<file path="src/rtl/rev_cnt_pkg.sv">
// Shared types and constants for the reversible-counter display stage.
package rev_cnt_pkg;

  localparam int NUM_DIGITS = 4;
  localparam logic [7:0] SEG_BLANK = 8'hFF;

  typedef enum logic {BLANK, SCAN} state_t;

  // Active-low segment pattern {g,f,e,d,c,b,a} for one hex nibble.
  function automatic logic [6:0] hex_to_seg(input logic [3:0] nib);
    logic [6:0] pat;
    pat = 7'h7F;
    case (nib)
      4'h0: pat = 7'h40;
      4'h1: pat = 7'h79;
      4'h2: pat = 7'h24;
      4'h3: pat = 7'h30;
      4'h4: pat = 7'h19;
      4'h5: pat = 7'h12;
      4'h6: pat = 7'h02;
      4'h7: pat = 7'h78;
      4'h8: pat = 7'h00;
      4'h9: pat = 7'h10;
      4'hA: pat = 7'h08;
      4'hB: pat = 7'h03;
      4'hC: pat = 7'h46;
      4'hD: pat = 7'h21;
      4'hE: pat = 7'h06;
      4'hF: pat = 7'h0E;
    endcase
    return pat;
  endfunction

endpackage

</file>
<file path="src/rtl/hex7seg_dec.sv">
// Combinational hex nibble to active-low 7-segment decoder.
module hex7seg_dec
  import rev_cnt_pkg::*;
(
  input  logic [3:0] nibble,
  output logic [6:0] seg
);

  assign seg = hex_to_seg(nibble);

endmodule

</file>
<file path="src/rtl/rev_cnt_disp.sv">
// 4-digit multiplexed hex display and wrap-event monitor for the reversible counter.
// Optional build macro: LEADING_ZERO_BLANK_EN blanks leading zero digits 3..1.
module rev_cnt_disp
  import rev_cnt_pkg::*;
#(
  parameter int SCAN_DIV = 50000,
  parameter int WRAP_W   = 8
) (
  input  logic              clk,
  input  logic              rst_n,
  input  logic [15:0]       cnt,
  input  logic              rc,
  input  logic              s,
  input  logic              wrap_clr,
  output logic [3:0]        an,
  output logic [7:0]        seg,
  output logic [WRAP_W-1:0] wrap_cnt,
  output logic              wrap_flag
);

  localparam int PRESC_W = $clog2(SCAN_DIV);
  localparam int IDX_W   = $clog2(NUM_DIGITS);
  localparam logic [PRESC_W-1:0] PRESC_MAX = PRESC_W'(SCAN_DIV - 1);
  localparam logic [IDX_W-1:0]   IDX_LAST  = IDX_W'(NUM_DIGITS - 1);
  localparam logic [WRAP_W-1:0]  WRAP_MAX  = '1;

  logic [PRESC_W-1:0] presc;
  logic               tick;
  logic [IDX_W-1:0]   idx;
  logic [15:0]        snap;
  state_t             state;
  logic [3:0]         nibble;
  logic [6:0]         dec_seg;
  logic               lead_blank;
  logic [3:0]         an_next;
  logic [7:0]         seg_next;

  assign tick = (presc == PRESC_MAX);

  always_ff @(posedge clk) begin
    if (!rst_n)
      presc <= '0;
    else if (tick)
      presc <= '0;
    else
      presc <= presc + PRESC_W'(1);
  end

  assign nibble = snap[{idx, 2'b00} +: 4];

  hex7seg_dec u_dec (
    .nibble (nibble),
    .seg    (dec_seg)
  );

`ifdef LEADING_ZERO_BLANK_EN
  // A digit is blank when it and every more significant digit are zero.
  always_comb begin
    case (idx)
      2'd1:    lead_blank = (snap[15:4]  == 12'h000);
      2'd2:    lead_blank = (snap[15:8]  == 8'h00);
      2'd3:    lead_blank = (snap[15:12] == 4'h0);
      default: lead_blank = 1'b0;
    endcase
  end
`else
  assign lead_blank = 1'b0;
`endif

  always_comb begin
    an_next  = 4'hF;
    seg_next = SEG_BLANK;
    if (state == SCAN) begin
      an_next = ~(4'b0001 << idx);
      if (!lead_blank)
        seg_next = {~((idx == '0) && !s), dec_seg};
    end
  end

  // snap is reloaded only when the scan rolls back to digit 0, so a frame is coherent.
  always_ff @(posedge clk) begin
    if (!rst_n) begin
      state <= BLANK;
      idx   <= '0;
      snap  <= '0;
      an    <= 4'hF;
      seg   <= SEG_BLANK;
    end else begin
      an  <= an_next;
      seg <= seg_next;
      case (state)
        BLANK: begin
          if (tick) begin
            snap  <= cnt;
            idx   <= '0;
            state <= SCAN;
          end
        end
        SCAN: begin
          if (tick) begin
            idx <= idx + IDX_W'(1);
            if (idx == IDX_LAST)
              snap <= cnt;
          end
        end
      endcase
    end
  end

  // A clear coinciding with an event keeps that event, so the count restarts at one.
  always_ff @(posedge clk) begin
    if (!rst_n) begin
      wrap_cnt  <= '0;
      wrap_flag <= 1'b0;
    end else if (wrap_clr) begin
      wrap_cnt  <= WRAP_W'(rc);
      wrap_flag <= rc;
    end else if (rc) begin
      wrap_flag <= 1'b1;
      if (wrap_cnt != WRAP_MAX)
        wrap_cnt <= wrap_cnt + WRAP_W'(1);
    end
  end

endmodule

</file>
<file path="config.mk">
export PLATFORM = sky130hd
export DESIGN_NAME = rev_cnt_disp
export DESIGN_NICKNAME = d
export VERILOG_FILES = /design/src/rtl/rev_cnt_pkg.sv /design/src/rtl/hex7seg_dec.sv /design/src/rtl/rev_cnt_disp.sv
export SDC_FILE = /design/constraint.sdc
export NUM_CORES = 1
export LEC_CHECK = 0
export ABC_AREA = 1
export ABC_CLOCK_PERIOD_IN_PS = 4240
export CAP_MARGIN = 20
export CELL_PAD_IN_SITES_DETAIL_PLACEMENT = 1
export CELL_PAD_IN_SITES_GLOBAL_PLACEMENT = 1
export CORE_ASPECT_RATIO = 0.7
export CORE_MARGIN = 2
export CORE_UTILIZATION = 41
export CTS_CLUSTER_SIZE = 20
export DETAILED_ROUTE_END_ITERATION = 10
export PLACE_DENSITY_LB_ADDON = 0.1
export SETUP_SLACK_MARGIN = 0.1
export SLEW_MARGIN = 20
export SYNTH_ARGS = -nofsm -noshare
export SYNTH_HDL_FRONTEND = slang
export SYNTH_HIERARCHICAL = 1
export SYNTH_SLANG_ARGS = --single-unit
</file>
<file path="constraint.sdc">
create_clock -name clk -period 4.24 [get_ports clk]
set_input_delay 0.848 -clock clk [delete_from_list [all_inputs] [get_ports clk]]
set_output_delay 0.848 -clock clk [all_outputs]
set_load 0.02 [all_outputs]
</file>
* After elaboration in Yosys (flattened, before gate mapping) *
Memory sizes are Yosys's and may differ from the RTL's. A register that Yosys moved wholly into a read port is not among the register bits.
Cells that the tools add are included.

word-level totals
  memories kept = 1
  bits of input ports = 21
  ROM bits = 112
  output and inout bits = 21
  logic and storage cells = 52
  flip-flop bits (word level) = 56

memory list
  memory            words  bits a word  rd ports  clocked after memory_dff  wr ports  line               source
  (name not given)  16     7            1         1                         0         rev_cnt_pkg.sv:13  case (nib)

cells by class
  bitwise operators = 4
  add/sub/neg operators = 3
  muxes and demuxes = 14
  reduce and logical (&&, ||, !) cells = 13
  equal/unequal tests = 6
  shift-type cells = 2

operators with widths
  cell                                             number
  2-to-1 mux 16 bit                                3
  case mux 16 bit (2 select lines)                 1
  adder 16 x 1 -> 16 bit, second input constant    1
  == test 16 bit, second input constant            1
  variable part select 16 x 5 -> 4 bit             1
  adder 8 x 1 -> 8 bit, second input constant      1
  != test 8 bit, second input constant             1
  AND reduction 2 bit                              4
  2-to-1 mux 1 bit                                 7
  2-to-1 mux 2 bit                                 2
  != test 2 bit, second input constant             2
  inverter 4 bit                                   1
  case mux 2 bit (2 select lines)                  1
  nonzero test 2 bit                               2
  OR reduction 2 bit                               2
  << shifter 1 x 2 -> 4 bit, first input constant  1
  inverter 1 bit                                   3
  AND reduction 3 bit                              1
  adder 2 x 1 -> 2 bit, second input constant      1
  == test 2 bit, second input constant             1
  logical NOT 1 bit                                2
  logical NOT 2 bit                                1
  != test 2 x 1 -> 1 bit, second input constant    1
  logical AND 1 bit                                1

* Depth between registers and ports, before layout *
Gate-level depths: netlist of run 1.

  depth in word-level cells = 4
  gate-level depth with buffers = 11
  gate-level depth less buffers = 11

* Cells and area by module *
Netlist of run 1, hierarchy kept.

by module, submodules not included
  module        seq. area each (µm²)  area each (µm²)  times used  cells each
  rev_cnt_disp  1121.1                2511.2           1           354
  hex7seg_dec   0.0                   274.0            1           49

* Worst setup path before layout of run 1 *
No wires, ideal clock.

  kind = register to register
  start = reg idx[0]
  end = reg seg[3]
  clock period less this slack = 2170 ps
  arrival time = 2047 ps
  stages on the path, launching flop included = 11
  setup time = 123 ps
  path buffers = 1
  slack = 2070 ps
  required time = 4117 ps
  cell sequence = dfxtp_1 inv_1 clkbuf_1 a21oi_1 a21oi_1 inv_1 ha_1 nand2_1 nand3_1 nand2_1 or2_2

on the way
  cells in the longest elaborated chain, start to end = 1

ends and longest elaborated chain
  what                                  line                 source
  start: declaration                    rev_cnt_disp.sv:29   logic [IDX_W-1:0] idx;
  start signal: assignment              rev_cnt_disp.sv:101  idx <= idx + IDX_W'(1);
  variable part select 16 x 5 -> 4 bit  rev_cnt_disp.sv:49   assign nibble = snap[{idx, 2'b00} +: 4];
  named net nibble[1]                   rev_cnt_disp.sv:32   logic [3:0] nibble;
  end: declaration                      rev_cnt_disp.sv:16   output logic [7:0] seg,

The timed path passes the listed nets, and every way through them passes these cells.
A chain may end at the register's enable or synchronous reset.

* Final worst setup path of run 1 *
Same ends and word-level chain as after synthesis.

==> flow_metrics.env, run 1 <==
export IMPL_area_share_of_the_largest_cell_type_after_synthesis=0.4025
export IMPL_drive_above_1_share=0.06998
export IMPL_post_synth_instance_area_sq_mm=0.002785
export IMPL_path_delay_family="compound AO/OA/AOI/OAI gates"
export IMPL_startpoint_type="flop"
export IMPL_syn_area_cell_sq_um=6.911
export IMPL_combinational_family_with_the_most_area_after_synthesis="simple AND/OR/NAND/NOR gates"
export IMPL_setup_violations=0
export IMPL_htree_levels=2
export IMPL_worst_hold_path_type="flop to flop"
export IMPL_avgRoutedWirePerCell_microns=12.53
export IMPL_io_buffers=41
export IMPL_core_region_area_sq_mm=0.006663
export IMPL_number_of_synthesized_flops_with_an_enable_pin=0
export IMPL_worstSkewPairLatency_ps=310
export IMPL_ys_top_cells_by_area="sky130_fd_sc_hd__dfxtp_1 (40%), sky130_fd_sc_hd__nand2_1 (13%), sky130_fd_sc_hd__nor2_1 (8.2%)"
export IMPL_crit_buf_inv=2
export IMPL_drv_cap=0
export IMPL_regToRegSetupSlack_ps=1550
export IMPL_cts_num_sinks=56
export IMPL_power_share_sequential=0.602
export IMPL_final_seq_area_sq_mm=0.001121
export IMPL_post_synth_mux_area_share=0
export IMPL_final_period_utilization=0.6356
export IMPL_drcViolationCount=0
export IMPL_sequential_element_share_of_the_synthesized_area=0.4025
export IMPL_placedCellCount=529
export IMPL_multiInputGateArea_sq_mm=0.001404
export IMPL_number_of_global_route_vias_before_repair=2451
export IMPL_post_synth_fa_ha_maj_area_fraction=0.05840
export IMPL_grt_pass1_wl_microns=11140
export IMPL_met2RoutedLength_microns=2878
export IMPL_final_net_count=476
export IMPL_cts_tree="yes"
export IMPL_grt_setup_unrepaired="no"
export IMPL_cts_root_buffer_cell="sky130_fd_sc_hd__clkbuf_8"
export IMPL_worst_slew_pin_slew_ps=933.5
export IMPL_power_ir_vdd_worst_mv=0.1356
export IMPL_die_y_microns=72.96
export IMPL_timing_final_hold_violations=0
export IMPL_die_w_microns=102.5
export IMPL_synthesis_instances=403
export IMPL_area_growth_from_synthesis_to_layout_pct=20.08
export IMPL_clk_slew_on_worst_s_h_paths_ps=100
export IMPL_share_of_the_synthesized_area_in_compound_gates_ao_oa_aoi_oai=0.08041
export IMPL_synth_most_common_cell="sky130_fd_sc_hd__nand2_1"
export IMPL_routed_wl_microns=6729
export IMPL_crit_required_ps=4450
export IMPL_total_switching_power_w=0.0002005
export IMPL_ys_ff_latch=56
export IMPL_proportion_of_total_power_due_to_net_switching=0.2264
export IMPL_place_gp_congestion=0.8655
export IMPL_hold_buffers=0
export IMPL_grt_max_degree=33
export IMPL_fin_cells=537
export IMPL_yosys_warnings=6
export IMPL_netlist_top_cell_by_area="sky130_fd_sc_hd__dfxtp_1"
export IMPL_final_max_slew_violation_count=0
export IMPL_drtAntennaViolNets=0
export IMPL_grt_overflow_total=0
export IMPL_min_period_ps=2695
export IMPL_number_of_distinct_standard_cells_referenced_by_the_synthesized_netlist=27
export IMPL_initial_utilization=0.4180
export IMPL_timing_max_slew_rel_slack=0.3777
export IMPL_drt_first_iter_violations=104
export IMPL_fmaxAchievable_ghz=0.3711
export IMPL_row_count=25
export IMPL_grtUsageTotal=0.1884
export IMPL_postSynthNetCount=437
export IMPL_p_leak_nw=1.412
export IMPL_final_hold_worst_slack_ps=464.9
export IMPL_die_area_sq_mm=0.007479
export IMPL_numCtsBuffers=5
export IMPL_p_comb_frac=0.051
export IMPL_power_report_internal_total_w=0.0006850
export IMPL_wl_met1_microns=3535
export IMPL_critPathMaxFanout=15
export IMPL_fin_area_sq_mm=0.003344
export IMPL_place_worst_setup_slack_ps=1613
export IMPL_cp_data_arrival_time_ps=2910
export IMPL_cell_area_after_placement_sq_mm=0.003252
export IMPL_power_density_mw_per_mm2=264.8
export IMPL_firstDrtPassIters=4
export IMPL_setup_ws_ps=1545
export IMPL_crit_path_top_delay_cell="sky130_fd_sc_hd__a21oi_1"
export IMPL_ys_async_sr_fraction=0
export IMPL_pin_count=42
export IMPL_maxUsedRoutingLayer="met4"
export IMPL_insertedDiodeCount=0
export IMPL_vias=2554
export IMPL_cts_setup_buffers=0
export IMPL_worst_path_most_repeated_cell="sky130_fd_sc_hd__nand2_1"
export IMPL_tns_ps=0
export IMPL_synth_simple_gate_area_share=0.3558
export IMPL_run_status="complete, no violations"
export IMPL_postSynth_topFlopCell="sky130_fd_sc_hd__dfxtp_1"
export IMPL_post_drt_via_cell_ratio=4.756
export IMPL_post_cts_resized_instances=0
export IMPL_dp_hpwl_microns=5247
export IMPL_clkPwrFrac=0.347
export IMPL_timing_critical_path_slowest_cell_delay_ps=730
export IMPL_synthTopCellsByCount="sky130_fd_sc_hd__nand2_1 (100), sky130_fd_sc_hd__nor2_1 (61), sky130_fd_sc_hd__dfxtp_1 (56), sky130_fd_sc_hd__inv_1 (48), sky130_fd_sc_hd__a21oi_1 (31)"
export IMPL_fill_cells=894
export IMPL_cts_max_path_buffers=2
export IMPL_worst_setup_path_type="flop to flop"
export IMPL_synth_xor_area_share=0.009434
export IMPL_grt_antenna_before_repair=0
export IMPL_route_met3_wl_microns=253
export IMPL_fin_clk_skew_ps=7.215
export IMPL_cp_end_kind="flop"
export IMPL_critical_path_cell_chain="inv_1 -> o21ai_0 -> a21oi_1 -> a21oi_1 -> inv_1 -> nand2_1 -> nand2_1 -> nand2_1 -> nand2_1 -> or2_2"
flip-flops by register name, summed over array words and instances (netlist names):
register and flops:
idx 2, state 1, an 4, wrap_flag 1, wrap_cnt 8, presc 16
seg 8, snap 16
placed cells by master, fill, tap and decap left out, drive strengths merged:
| master | count |
|---|---|
| nand2 | 103 |
| nor2 | 63 |
| dfxtp | 56 |
| inv | 50 |
| clkdlybuf4s50 | 41 |
| a21oi | 31 |
| nand3 | 26 |
| or2 | 13 |
| ha | 13 |
| o21ai | 13 |
| nor3 | 9 |
| nand4 | 9 |
| clkbuf | 6 |
| clkinv | 3 |
| xor2 | 2 |
| nand3b | 2 |
| nor3b | 1 |
| xnor2 | 1 |
| buf | 1 |
metrics by stage:
step	utilization	power, W
final	0.5020	0.0008855
after CTS	0.5020	0.0008999
after floorplan	-	0.0005622
after global placement	0.4881	0.0005885
after global routing	0.5020	0.0009217
after detailed placement	0.4881	0.0005908
cell type report:
type	instances	share of cell area
Timing Repair Buffer	42	0.1250
Inverter	51	0.05724
Multi-Input combinational cell	286	0.4198
Clock inverter	2	0.002993
Tap cell	94	0.03517
Sequential cell	56	0.3352
Clock buffer	6	0.02469
worst paths after layout:
check | cells after the start | end | from
setup / recovery | 10 | seg[3] | idx[0]
hold / removal | 1 | presc[0] | presc[0]
setup reg to reg | 10 | seg[3] | idx[0]
hold reg to reg | 1 | presc[0] | presc[0]
power by group through the flow:
stage	Clock, W	Combinational (W)	Sequential (W)
after detailed placement	0	0.0000453	0.000546
after global placement	0	0.0000434	0.000545
after global routing	0.000339	0.0000492	0.000534
after floorplan	0	0.0000158	0.000546
after CTS	0.000321	0.0000455	0.000533
final	0.000308	0.0000449	0.000533
worst reg2reg max path, cell delays in order, from the launching register on:
cell	delay, ps
sky130_fd_sc_hd__dfxtp_1	480
sky130_fd_sc_hd__inv_1	260
sky130_fd_sc_hd__o21ai_0	230
sky130_fd_sc_hd__a21oi_1	60
sky130_fd_sc_hd__a21oi_1	730
sky130_fd_sc_hd__inv_1	260
sky130_fd_sc_hd__nand2_1	140
sky130_fd_sc_hd__nand2_1	50
sky130_fd_sc_hd__nand2_1	50
sky130_fd_sc_hd__nand2_1	50
sky130_fd_sc_hd__or2_2	280
cells by family after synthesis:
kind of cell | after synthesis
simple gates | 226
buf+inv | 61
flops | 56
compound gates | 44
fa+ha+maj | 13
xor+xnor | 3
routing by layer:
metal	vias to the layer above	track usage
met4	0	0.05333
met2	41	0.2905
met1	1172	0.2699
met3	5	0.03544
met5	-	0
li1	1336	-
Power figures use the tool's default switching activity.
==> inputs of run 2 (changes only) <==
--- a/config.mk
+++ b/config.mk
@@ -6,13 +6,13 @@
 export NUM_CORES = 1
 export LEC_CHECK = 0
 export ABC_AREA = 1
-export ABC_CLOCK_PERIOD_IN_PS = 4240
+export ABC_CLOCK_PERIOD_IN_PS = 2400
 export CAP_MARGIN = 20
 export CELL_PAD_IN_SITES_DETAIL_PLACEMENT = 1
 export CELL_PAD_IN_SITES_GLOBAL_PLACEMENT = 1
 export CORE_ASPECT_RATIO = 0.7
 export CORE_MARGIN = 2
-export CORE_UTILIZATION = 41
+export CORE_UTILIZATION = 35
 export CTS_CLUSTER_SIZE = 20
 export DETAILED_ROUTE_END_ITERATION = 10
 export PLACE_DENSITY_LB_ADDON = 0.1
==> constraint.sdc (replaced) <==
create_clock -name clk -period 2.4 [get_ports clk]
set_input_delay 0.48 -clock clk [delete_from_list [all_inputs] [get_ports clk]]
set_output_delay 0.48 -clock clk [all_outputs]
set_load 0.02 [all_outputs]
==> flow_metrics.env, run 2 (synthesis results as in run 1) <==
export IMPL_run_status="complete, no violations"
export IMPL_largestRegisters="presc: 16 flops, snap: 16 flops"
export IMPL_worstSkewPairLatency_ps=290
export IMPL_drcViolationCount=0
export IMPL_initial_utilization=0.3569
export IMPL_grt_antenna_before_repair=0
export IMPL_vias=2557
export IMPL_startpoint_type="flop"
export IMPL_fin_cells=550
export IMPL_fill_cells=986
export IMPL_grt_pass1_wl_microns=11700
export IMPL_grtUsageTotal=0.1633
export IMPL_cp_end_kind="flop"
export IMPL_worst_setup_path_type="flop to flop"
export IMPL_drtAntennaViolNets=0
export IMPL_final_max_slew_violation_count=0
export IMPL_timing_max_slew_rel_slack=0.6965
export IMPL_fmaxAchievable_ghz=0.4795
export IMPL_routed_wl_microns=6829
export IMPL_clk_slew_on_worst_s_h_paths_ps=70
export IMPL_cts_root_buffer_cell="sky130_fd_sc_hd__clkbuf_16"
export IMPL_die_y_microns=78.64
export IMPL_io_buffers=41
export IMPL_timing_final_hold_violations=0
export IMPL_place_gp_congestion=0.8234
export IMPL_grt_max_degree=33
export IMPL_firstDrtPassIters=4
export IMPL_mostFrequentLayoutCell="sky130_fd_sc_hd__nand2_1"
export IMPL_most_common_layout_cells="sky130_fd_sc_hd__nand2_1 (100), sky130_fd_sc_hd__nor2_1 (61), sky130_fd_sc_hd__dfxtp_1 (56), sky130_fd_sc_hd__inv_1 (48), sky130_fd_sc_hd__clkdlybuf4s50_1 (41)"
export IMPL_drive_above_1_share=0.08241
export IMPL_number_of_global_route_vias_before_repair=2495
export IMPL_crit_required_ps=2580
export IMPL_htree_levels=2
export IMPL_numCtsBuffers=5
export IMPL_tns_ps=0
export IMPL_worst_slew_pin_slew_ps=454.4
export IMPL_timing_critical_path_slowest_cell_delay_ps=410
export IMPL_drv_cap=0
export IMPL_fin_area_sq_mm=0.003460
export IMPL_fin_clk_skew_ps=3.423
export IMPL_core_region_area_sq_mm=0.007804
export IMPL_final_seq_area_sq_mm=0.001121
export IMPL_cts_max_path_buffers=2
export IMPL_worst_hold_path_type="flop to flop"
export IMPL_critical_path_cell_chain="clkinvlp_4 -> o21ai_0 -> a21oi_1 -> a21oi_1 -> inv_1 -> ha_1 -> nand2_1 -> nand3_1 -> nand2_1 -> or2_2"
export IMPL_crit_buf_inv=2
export IMPL_p_leak_nw=1.464
export IMPL_cp_data_arrival_time_ps=2270
export IMPL_placedCellCount=542
export IMPL_final_period_utilization=0.8689
export IMPL_setup_violations=0
export IMPL_pin_count=42
export IMPL_grt_overflow_total=0
export IMPL_die_w_microns=110.6
export IMPL_grt_setup_unrepaired="no"
export IMPL_dp_hpwl_microns=5273
export IMPL_final_net_count=482
export IMPL_insertedDiodeCount=0
export IMPL_row_count=27
export IMPL_multiInputGateArea_sq_mm=0.001408
export IMPL_post_drt_via_cell_ratio=4.649
export IMPL_crit_path_top_delay_cell="sky130_fd_sc_hd__dfxtp_1"
export IMPL_avgRoutedWirePerCell_microns=12.42
export IMPL_p_total_w=0.001768
export IMPL_path_delay_family="simple AND/OR/NAND/NOR gates"
export IMPL_cell_area_after_placement_sq_mm=0.003306
export IMPL_final_hold_worst_slack_ps=462.2
export IMPL_power_density_mw_per_mm2=511.0
export IMPL_area_growth_from_synthesis_to_layout_pct=24.21
export IMPL_cts_num_sinks=56
export IMPL_cts_tree="yes"
export IMPL_drt_first_iter_violations=73
export IMPL_power_ir_vdd_worst_mv=0.2838
export IMPL_die_area_sq_mm=0.008699
export IMPL_min_period_ps=2085
export IMPL_critPathMaxFanout=11
export IMPL_hold_buffers=0
[run 2: cell types whose count changed in the layout (fill, tap and decap cells not counted), moves of 2 or more]
| cell | delta |
|---|---|
| sky130_fd_sc_hd__clkinv_2 | -2 |
| sky130_fd_sc_hd__clkbuf_16 | +5 |
| sky130_fd_sc_hd__clkbuf_1 | +2 |
| sky130_fd_sc_hd__buf_4 | +6 |
| sky130_fd_sc_hd__clkbuf_8 | -5 |
[run 2: worst reg2reg max path: cells and delay by family, from the launching register on]
| kind | cells | cell delay, ps |
|---|---|---|
| and+or+nand+nor | 4 | 470 |
| DFF | 1 | 410 |
| AOI/OAI and AO/OA | 3 | 390 |
| buffers and inverters | 2 | 370 |
| adders and majority gates | 1 | 340 |
[run 2: layout make-up]
cell class / count / area share
Tap cell: 101 / 0.03653
Clock buffer: 8 / 0.04231
Multi-Input combinational cell: 286 / 0.4069
Inverter: 51 / 0.05642
Sequential cell: 56 / 0.3241
Timing Repair Buffer: 48 / 0.1338
[run 2: metrics by stage]
stage	setup WS, ps	util
2_1_floorplan	230.2	-
3_5_place_dp	277.0	0.4236
3_3_place_gp	399.1	0.4236
6_report	314.7	0.4433
4_1_cts	250.9	0.4424
5_1_grt	128.6	0.4433
[run 2: repair_timing]
action,CTS,global route
buffers inserted,0,0
resized for setup,0,2
setup endpoints to repair,0,3
[run 2: path summary, 6_finish.rpt]
kind	from	end	slack, ps	cells past startpoint
worst min-delay path	presc[0]	presc[0]	460	1
worst max-delay path	idx[1]	seg[3]	310	10
worst max register to register	idx[1]	seg[3]	310	10
worst min register to register	presc[0]	presc[0]	460	1
[run 2: report_power, final]
| part | internal, W | switching (W) | total (W) |
|---|---|---|---|
| combinational | 0.0000435 | 0.0000357 | 0.0000792 |
| sequential | 0.000936 | 0.00000613 | 0.000942 |
| clock | 0.000418 | 0.000329 | 0.000747 |
[run 2: metal layers]
| metal | up-vias | wire [microns] | global-route usage |
|---|---|---|---|
| met2 | 40 | 2798 | 0.2411 |
| met5 | - | 0 | 0 |
| li1 | 1351 | - | - |
| met3 | 4 | 229 | 0.03475 |
| met1 | 1162 | 3758 | 0.2396 |
| met4 | 0 | 42 | 0.04500 |
==> inputs of run 3 (changes only) <==
--- a/config.mk
+++ b/config.mk
@@ -16,6 +16,7 @@
 export CTS_CLUSTER_SIZE = 20
 export DETAILED_ROUTE_END_ITERATION = 10
 export PLACE_DENSITY_LB_ADDON = 0.1
+export RECOVER_POWER = 25
 export SETUP_SLACK_MARGIN = 0.1
 export SLEW_MARGIN = 20
 export SYNTH_ARGS = -nofsm -noshare
==> flow_metrics.env, run 3 (synthesis results as in run 1) <==
export IMPL_dp_hpwl_microns=5273
export IMPL_drtAntennaViolNets=0
export IMPL_fill_cells=986
export IMPL_cp_data_arrival_time_ps=2270
export IMPL_hold_buffers=0
export IMPL_p_total_w=0.001768
export IMPL_drt_first_iter_violations=73
export IMPL_run_status="complete, no violations"
export IMPL_post_cts_resized_instances=0
export IMPL_p_leak_nw=1.459
export IMPL_power_ir_vdd_worst_mv=0.2841
export IMPL_crit_buf_inv=2
export IMPL_grt_antenna_before_repair=0
export IMPL_firstDrtPassIters=4
export IMPL_row_count=27
export IMPL_startpoint_type="flop"
export IMPL_avgRoutedWirePerCell_microns=12.42
export IMPL_path_delay_family="simple AND/OR/NAND/NOR gates"
export IMPL_die_y_microns=78.64
export IMPL_timing_final_hold_violations=0
export IMPL_worst_setup_path_type="flop to flop"
export IMPL_insertedDiodeCount=0
export IMPL_io_buffers=41
export IMPL_tns_ps=0
export IMPL_timing_max_slew_rel_slack=0.5723
export IMPL_grt_overflow_total=0
export IMPL_grt_pass1_wl_microns=11700
export IMPL_grt_setup_unrepaired="no"
export IMPL_worstSkewPairLatency_ps=290
export IMPL_clk_slew_on_worst_s_h_paths_ps=70
export IMPL_worst_hold_path_type="flop to flop"
export IMPL_critPathMaxFanout=11
export IMPL_area_growth_from_synthesis_to_layout_pct=24.12
export IMPL_utilization=0.4430
export IMPL_cts_root_buffer_cell="sky130_fd_sc_hd__clkbuf_16"
export IMPL_vias=2560
export IMPL_cts_tree="yes"
export IMPL_place_worst_setup_slack_ps=277.0
export IMPL_core_region_area_sq_mm=0.007804
export IMPL_final_hold_worst_slack_ps=462.2
export IMPL_grtUsageTotal=0.1633
export IMPL_fmaxAchievable_ghz=0.4795
export IMPL_pin_count=42
export IMPL_die_w_microns=110.6
export IMPL_place_gp_congestion=0.8234
export IMPL_min_period_ps=2085
export IMPL_number_of_global_route_vias_before_repair=2495
export IMPL_mostFrequentLayoutCell="sky130_fd_sc_hd__nand2_1"
export IMPL_final_net_count=482
export IMPL_timing_critical_path_slowest_cell_delay_ps=410
export IMPL_fin_clk_skew_ps=3.421
export IMPL_crit_path_top_delay_cell="sky130_fd_sc_hd__dfxtp_1"
export IMPL_drcViolationCount=0
export IMPL_setup_violations=0
export IMPL_grt_max_degree=33
export IMPL_most_common_layout_cells="sky130_fd_sc_hd__nand2_1 (101), sky130_fd_sc_hd__nor2_1 (61), sky130_fd_sc_hd__dfxtp_1 (56), sky130_fd_sc_hd__inv_1 (48), sky130_fd_sc_hd__clkdlybuf4s50_1 (37)"
export IMPL_drv_cap=0
export IMPL_cts_max_path_buffers=2
export IMPL_power_density_mw_per_mm2=511.4
export IMPL_die_area_sq_mm=0.008699
export IMPL_critical_path_cell_chain="clkinvlp_4 -> o21ai_0 -> a21oi_1 -> a21oi_1 -> inv_1 -> ha_1 -> nand2_1 -> nand3_1 -> nand2_1 -> or2_2"
export IMPL_htree_levels=2
export IMPL_numCtsBuffers=5
export IMPL_drive_above_1_share=0.08018
export IMPL_crit_required_ps=2580
export IMPL_setup_ws_ps=314.5
export IMPL_cts_num_sinks=56
export IMPL_final_max_slew_violation_count=0
export IMPL_post_drt_via_cell_ratio=4.655
export IMPL_cts_setup_buffers=0
export IMPL_cp_end_kind="flop"
export IMPL_worst_slew_pin_slew_ps=640.0
export IMPL_initial_utilization=0.3569
export IMPL_routed_wl_microns=6829
export IMPL_largestRegisters="presc: 16 flops, snap: 16 flops"
export IMPL_final_period_utilization=0.8690
-- run 3: cell count changes in the layout (fill, tap and decap cells not counted), sizes merged --
cell,previous run,this run
clkdlybuf4s50,41,37
dlygate4sd3,0,4
-- run 3: power by group --
| part | leakage (nW) | total [W] | switching, W | internal, W |
|---|---|---|---|---|
| Combinational | 0.935 | 0.0000782 | 0.0000355 | 0.0000427 |
| Sequential | 0.453 | 0.000942 | 0.00000612 | 0.000936 |
| Clock | 0.0712 | 0.000748 | 0.000330 | 0.000418 |
-- run 3: metrics by stage --
step	cell area [sq um]	std cells
after detailed placement	3306	542
final	3457	550
after floorplan	2785	403
after CTS	3452	550
after global routing	3457	550
after global placement	3306	542
-- run 3: layout make-up --
cell class	count	area, sq um	area share
Tap cell	101	126.4	0.03655
Inverter	51	195.2	0.05646
Multi-Input combinational cell	286	1405	0.4064
Clock buffer	8	146.4	0.04235
Timing Repair Buffer	48	462.9	0.1339
Sequential cell	56	1121	0.3243
-- run 3: worst paths after layout --
kind | from | end | slack, ps | cells past startpoint
hold reg to reg | presc[0] | presc[0] | 460 | 1
hold / removal | presc[0] | presc[0] | 460 | 1
setup reg to reg | idx[1] | seg[3] | 310 | 10
setup / recovery | idx[1] | seg[3] | 310 | 10
-- run 3: routing by layer --
layer	track usage	share of wire	vias up	wire length [microns]
met5	0	0	-	0
met4	0.04500	0.0062	0	42
met1	0.2396	0.55	1165	3784
met2	0.2411	0.41	40	2787
li1	-	-	1351	-
met3	0.03475	0.031	4	215
